File: config.mk
export PLATFORM = sky130hd
export DESIGN_NAME = fetch_unit
export DESIGN_NICKNAME = d
export VERILOG_FILES = /design/src/rtl/fetch_unit.sv
export SDC_FILE = /design/constraint.sdc
export NUM_CORES = 1
export LEC_CHECK = 0
export ABC_AREA = 1
export CORE_MARGIN = 3
export CORE_UTILIZATION = 40
export DETAILED_ROUTE_END_ITERATION = 6
export PLACE_DENSITY_LB_ADDON = 0.15
export SETUP_SLACK_MARGIN = 0.02
export SYNTH_ARGS = -nofsm -noshare
export SYNTH_HDL_FRONTEND = slang
export SYNTH_SLANG_ARGS = --single-unit
File: constraint.sdc
create_clock -name clk -period 1.8 [get_ports clk]
set_input_delay 0.36 -clock clk [delete_from_list [all_inputs] [get_ports clk]]
set_output_delay 0.36 -clock clk [all_outputs]
set_load 0.05 [all_outputs]
File: src/rtl/fetch_unit.sv
// rtl/fetch_unit.sv - instruction fetch stage with redirect flush and decode handshake
//
// Purpose:
//   Holds the program counter and drives it straight to a combinational instruction
//   ROM. The fetched word, its address and the address plus 4 are registered into
//   a fetch packet for the decode stage. A taken branch or jump (redirect) flushes
//   the packet and reloads the PC. The PC is always word aligned.
//
// Ports:
//   clk             in   1   single clock, all state on rising edge
//   rst             in   1   synchronous active-high reset
//   rom_addr        out  32  byte address to instruction ROM (equals PC)
//   rom_dout        in   32  instruction word for rom_addr, same cycle
//   redirect_valid  in   1   branch/jump taken, load redirect_target
//   redirect_target in   32  byte address of next instruction on redirect
//   ready_in        in   1   decode accepts the current fetch packet
//   valid_out       out  1   fetch packet is valid
//   instr_out       out  32  registered instruction word
//   pc_out          out  32  registered address of instr_out
//   pc_plus4_out    out  32  registered pc_out + 4
//   misalign_out    out  1   one-cycle pulse on misaligned redirect target
//
// Configuration:
//   FETCH_MISALIGN_TRAP_EN  when defined, misaligned redirect targets pulse
//                           misalign_out; otherwise misalign_out is tied to 0
//                           and target bits [1:0] are silently dropped.

module fetch_unit #(
    parameter logic [31:0] RESET_VECTOR = 32'hBFC00000,
    parameter logic [31:0] NOP_INSTR    = 32'h00000013
) (
    input  logic        clk,
    input  logic        rst,
    output logic [31:0] rom_addr,
    input  logic [31:0] rom_dout,
    input  logic        redirect_valid,
    input  logic [31:0] redirect_target,
    input  logic        ready_in,
    output logic        valid_out,
    output logic [31:0] instr_out,
    output logic [31:0] pc_out,
    output logic [31:0] pc_plus4_out,
    output logic        misalign_out
);

    typedef enum logic {
        ST_BOOT = 1'b0,
        ST_RUN  = 1'b1
    } state_t;

    state_t      r_state;
    logic [31:0] r_pc;
    logic        r_valid;
    logic [31:0] r_instr;
    logic [31:0] r_pc_out;
    logic [31:0] r_pc_plus4;

    logic        w_adv;
    logic [31:0] w_pc_next;
    logic [31:0] w_target_aligned;

    // A slot opens when the packet register is empty or decode takes it. BOOT
    // always has an empty packet register, so it advances unconditionally.
    assign w_adv            = (r_state == ST_BOOT) || !r_valid || ready_in;
    // Plain 32-bit add wraps modulo 2^32 with no carry out.
    assign w_pc_next        = r_pc + 32'd4;
    assign w_target_aligned = {redirect_target[31:2], 2'b00};

    assign rom_addr     = r_pc;
    assign valid_out    = r_valid;
    assign instr_out    = r_instr;
    assign pc_out       = r_pc_out;
    assign pc_plus4_out = r_pc_plus4;

    always_ff @(posedge clk) begin
        if (rst) begin
            r_state    <= ST_BOOT;
            r_pc       <= RESET_VECTOR;
            r_valid    <= 1'b0;
            r_instr    <= NOP_INSTR;
            r_pc_out   <= 32'd0;
            r_pc_plus4 <= 32'd0;
        end else if (redirect_valid) begin
            // Flush: the packet in flight is wrong-path. pc_out/pc_plus4_out keep
            // their last values; they are meaningless while valid_out is low.
            r_state <= ST_RUN;
            r_pc    <= w_target_aligned;
            r_valid <= 1'b0;
            r_instr <= NOP_INSTR;
        end else if (w_adv) begin
            r_state    <= ST_RUN;
            r_pc       <= w_pc_next;
            r_valid    <= 1'b1;
            r_instr    <= rom_dout;
            r_pc_out   <= r_pc;
            r_pc_plus4 <= w_pc_next;
        end
    end

`ifdef FETCH_MISALIGN_TRAP_EN
    logic r_misalign;

    // Pulse lasts only the cycle after the redirect edge: any non-redirect
    // edge clears it.
    always_ff @(posedge clk) begin
        if (rst) begin
            r_misalign <= 1'b0;
        end else begin
            r_misalign <= redirect_valid && (redirect_target[1:0] != 2'b00);
        end
    end

    assign misalign_out = r_misalign;
`else
    assign misalign_out = 1'b0;
`endif

endmodule

==> metrics.md <==
| Metric | Value |
|---|---|
| Result of the run | `finished, final reports clean` |
| Area of the multi-input gates | `0.00238 mm^2` |
| Final #Nets | `1004` |
| Cell Count, Final, Fillers Out | `1120` |
| Die ar. | `0.0144 mm^2` |
| CTS buffer count | `17` |
| Drt wl/cell | `14.7 um` |
| PwrDens | `1020 mW/mm^2` |
| Ports | `198` |
| Seq cells post-synth | `124` |
| Multiplexer share of the synthesized area | `0%` |
| Gpl congestion | `0.939` |
| Final Worst Setup Slack | `161 ps` |
| Internal power | `0.00573 W` |
| Seq pwr share | `38.1%` |
| Seq/Total Area, Yosys | `47.7%` |
| Most used cell along the critical path | `nand2_1` |
| Slowest-stage cell, CP | `dfxtp_1` |
| Final Max Slew Viols | `0` |
| Root Driver | `clkbuf_16` |
| Slowest stage delay, CP | `450 ps` |
| RSZ-0062 raised after global routing | `false` |
| Clock power frac | `43.3%` |
| Vias per inst | `4.92` |
| Clk sinks | `124` |
| Clk slew on worst S/H paths | `50 ps` |
| Min Hold Slack | `317 ps` |
| CP max FO | `6` |
| WP data required | `2140 ps` |
| Share of cells above drive strength 1 | `22.2%` |
| Fillers | `1189` |
| First-pass GRT wire length | `26.5 mm` |
| DRC violations left | `0` |
| Post-Place Worst Slack | `20.3 ps` |
| Util after Layout | `61.5%` |
| Worst Skew | `7.62 ps` |
| Crit path launch | `rom_addr[9]` |
| CP bufs+invs | `0` |
| Fmax | `610 MHz` |
| Area Growth Syn to Fin | `49.7%` |
| Die Height | `120 um` |
| Critical path cell sequence | `nand2_1 -> nor2_1 -> nand2_1 -> nor2_1 -> xor2_1 -> nand2_1 -> a21oi_1` |
| Synth Area in Compound Gates | `16.0%` |
| Die width | `120 um` |
| Row cnt | `41` |
| Crit-path leading delay family | `simple AND/OR/NAND/NOR gates` |
| CTS Buffer Depth | `2` |
| Leak | `3.47 nW` |
| Critical Path End Type | `flop` |
| Max Cap Viol | `0` |
| Inserted Diodes | `0` |
| Clock latency on the worst-skew pair | `410 ps` |
| # setup viols final | `0` |
| Logic gate share of total power | `18.7%` |
| Postcts setup bufs | `0` |
| Xor/xnor share of the synthesized area | `1.18%` |
| Initial antenna violation count | `0` |
| H-tree levels | `4` |
| WS Path Type | `flop to flop` |
| Pre-antenna DRT Iters | `5` |
| Peak VDD IR | `0.577 mV` |
| Initial core utilization | `41.1%` |
| Inst Count DP | `1088` |
| Post-layout min period | `1640 ps` |
| Switch share | `28.1%` |
| CP arrival | `1980 ps` |
| Netlist Area Pre-Place | `0.00521 mm^2` |
| Avg Cell Area, Syn | `7.11 um^2` |
| Largest net degree at the start of global routing | `57` |
| Port Buffers | `188` |
| Initial DRC count | `378` |
| Sequential cell area | `0.00249 mm^2` |
| Total grt overflow | `0` |
| Tcrit/Tclk final | `91.0%` |
| Vias in the first global route | `5281` |
| Via count | `5505` |
| Largest family of logic cells by synthesized area | `simple AND/OR/NAND/NOR gates` |
| Total Neg Setup Slack | `0 ps` |
| Yosys cell types | `26` |
| Total track usage | `23.3%` |
| R2r startpoint | `rom_addr[9]` |
| Cells after synthesis | `732` |
| Hold/Removal Path Class | `input pin to flop` |
| Count of final hold-check violations | `0` |
| Core Region | `0.0127 mm^2` |
| NetSw | `0.00224 W` |
| Post-Synth Simple-Gate Area | `27.7%` |
| Hold path start | `rst` |
| DRT Wirelength | `16.5 mm` |
| Yosys Warn Count | `0` |
| CP startpoint kind | `flop` |
| Remaining antenna violation count | `0` |
| Post-DP HPWL | `12.6 mm` |
| CTS tree | `built` |
| Post-Synth Adder-Cell Area | `0.240%` |
registers in the layout (all words and copies together), names as in the netlist:
signal and count:
rom_addr 30, pc_plus4_out 30, r_state 1, instr_out 32, valid_out 1, pc_out 30
logic make-up after synthesis:
family | Yosys count
AND/OR/NAND/NOR | 349
buffers and inverters | 88
XOR/XNOR | 7
adder cells (fa/ha/maj) | 1
flip-flops | 124
AO/OA/AOI/OAI | 162
other | 1
final timing paths:
| check | slack [ps] | endpoint | cells past startpoint |
|---|---|---|---|
| setup / recovery | 160 | rom_addr[17] | 7 |
| setup reg to reg | 160 | rom_addr[17] | 7 |
| hold / removal | 320 | pc_plus4_out[17] | 2 |
| hold reg to reg | 470 | instr_out[3] | 2 |
worst reg2reg max path, stage by stage, from the launching register on:
cell	delay (ps)
dfxtp_1	450
nand2_1	130
nor2_1	260
nand2_1	130
nor2_1	220
xor2_1	160
nand2_1	70
a21oi_1	120
power by group through the flow:
| stage | clock [W] | combinational (W) | sequential, W |
|---|---|---|---|
| floorplan | 0 | 0.000379 | 0.00362 |
| global placement | 0 | 0.00147 | 0.00308 |
| detailed placement | 0 | 0.00149 | 0.00309 |
| CTS | 0.00351 | 0.00149 | 0.00303 |
| global route | 0.00363 | 0.00158 | 0.00305 |
| finish | 0.00345 | 0.00149 | 0.00303 |
layout by cell type (no fill, tap or decap), types with 4 or more instances in the layout:
cell / count
xor2_1: 6
nor2_4: 9
dfxtp_1: 122
nand2_2: 4
conb_1: 7
a21oi_1: 82
clkbuf_1: 4
nor2_1: 105
inv_1: 40
nand3_1: 31
o21ai_0: 66
buf_4: 148
nand2_1: 195
buf_12: 9
inv_2: 4
clkdlybuf4s50_1: 64
clkinv_2: 4
clkbuf_8: 4
a31oi_1: 9
clkbuf_16: 17
area by class of cell:
class	count	share of cell area, %
inverters	44	2.12
flip-flops and latches	124	31.9
clock inverters	7	1.41
well taps	172	2.76
repair buffers	222	24.9
clock buffers	25	6.36
multi-input cells	526	30.6
layer usage:
metal | track usage [%] | vias to the layer above | share of wire, %
met5 | 0 | - | 0
met4 | 7.23 | 0 | 1.5
met3 | 6.97 | 23 | 7.9
met2 | 37.6 | 222 | 47
met1 | 30.1 | 2497 | 44
li1 | - | 2763 | -
through the flow:
| stage | area [um^2] | total power [W] |
|---|---|---|
| final | 7790 | 0.00797 |
| after global routing | 7790 | 0.00827 |
| after CTS | 7790 | 0.00803 |
| after detailed placement | 7180 | 0.00458 |
| after global placement | 7180 | 0.00456 |
| after floorplan | 5230 | 0.00399 |
synthesized netlist by cell type:
library cell	number	area [um^2]
nor2_1	105	394
o21ai_1	1	5.00
o211ai_1	2	15.0
o21ai_0	66	330
nand2_2	4	25.0
nand3_2	1	10.0
nand2_1	195	732
or2_2	1	6.26
buf_1	2	7.51
xnor2_1	1	8.76
inv_1	40	150
clkbuf_1	25	93.8
conb_1	1	3.75
ha_1	1	12.5
buf_4	7	52.6
a22o_1	2	17.5
buf_2	10	50.1
a31oi_1	9	56.3
nor2_2	2	12.5
xor2_1	6	52.6
nand3_1	31	155
nor2_4	9	101
inv_2	4	15.0
dfxtp_1	124	2480
a21oi_1	82	410
nand3b_1	1	7.51
what timing repair did:
item | CTS | global route
endpoints found under the hold margin | 0 | 0
resized for setup | 0 | 3
hold buffers | 0 | 0
endpoints found under the setup margin | 0 | 1
No activity file was read; power rests on OpenSTA's default activity.
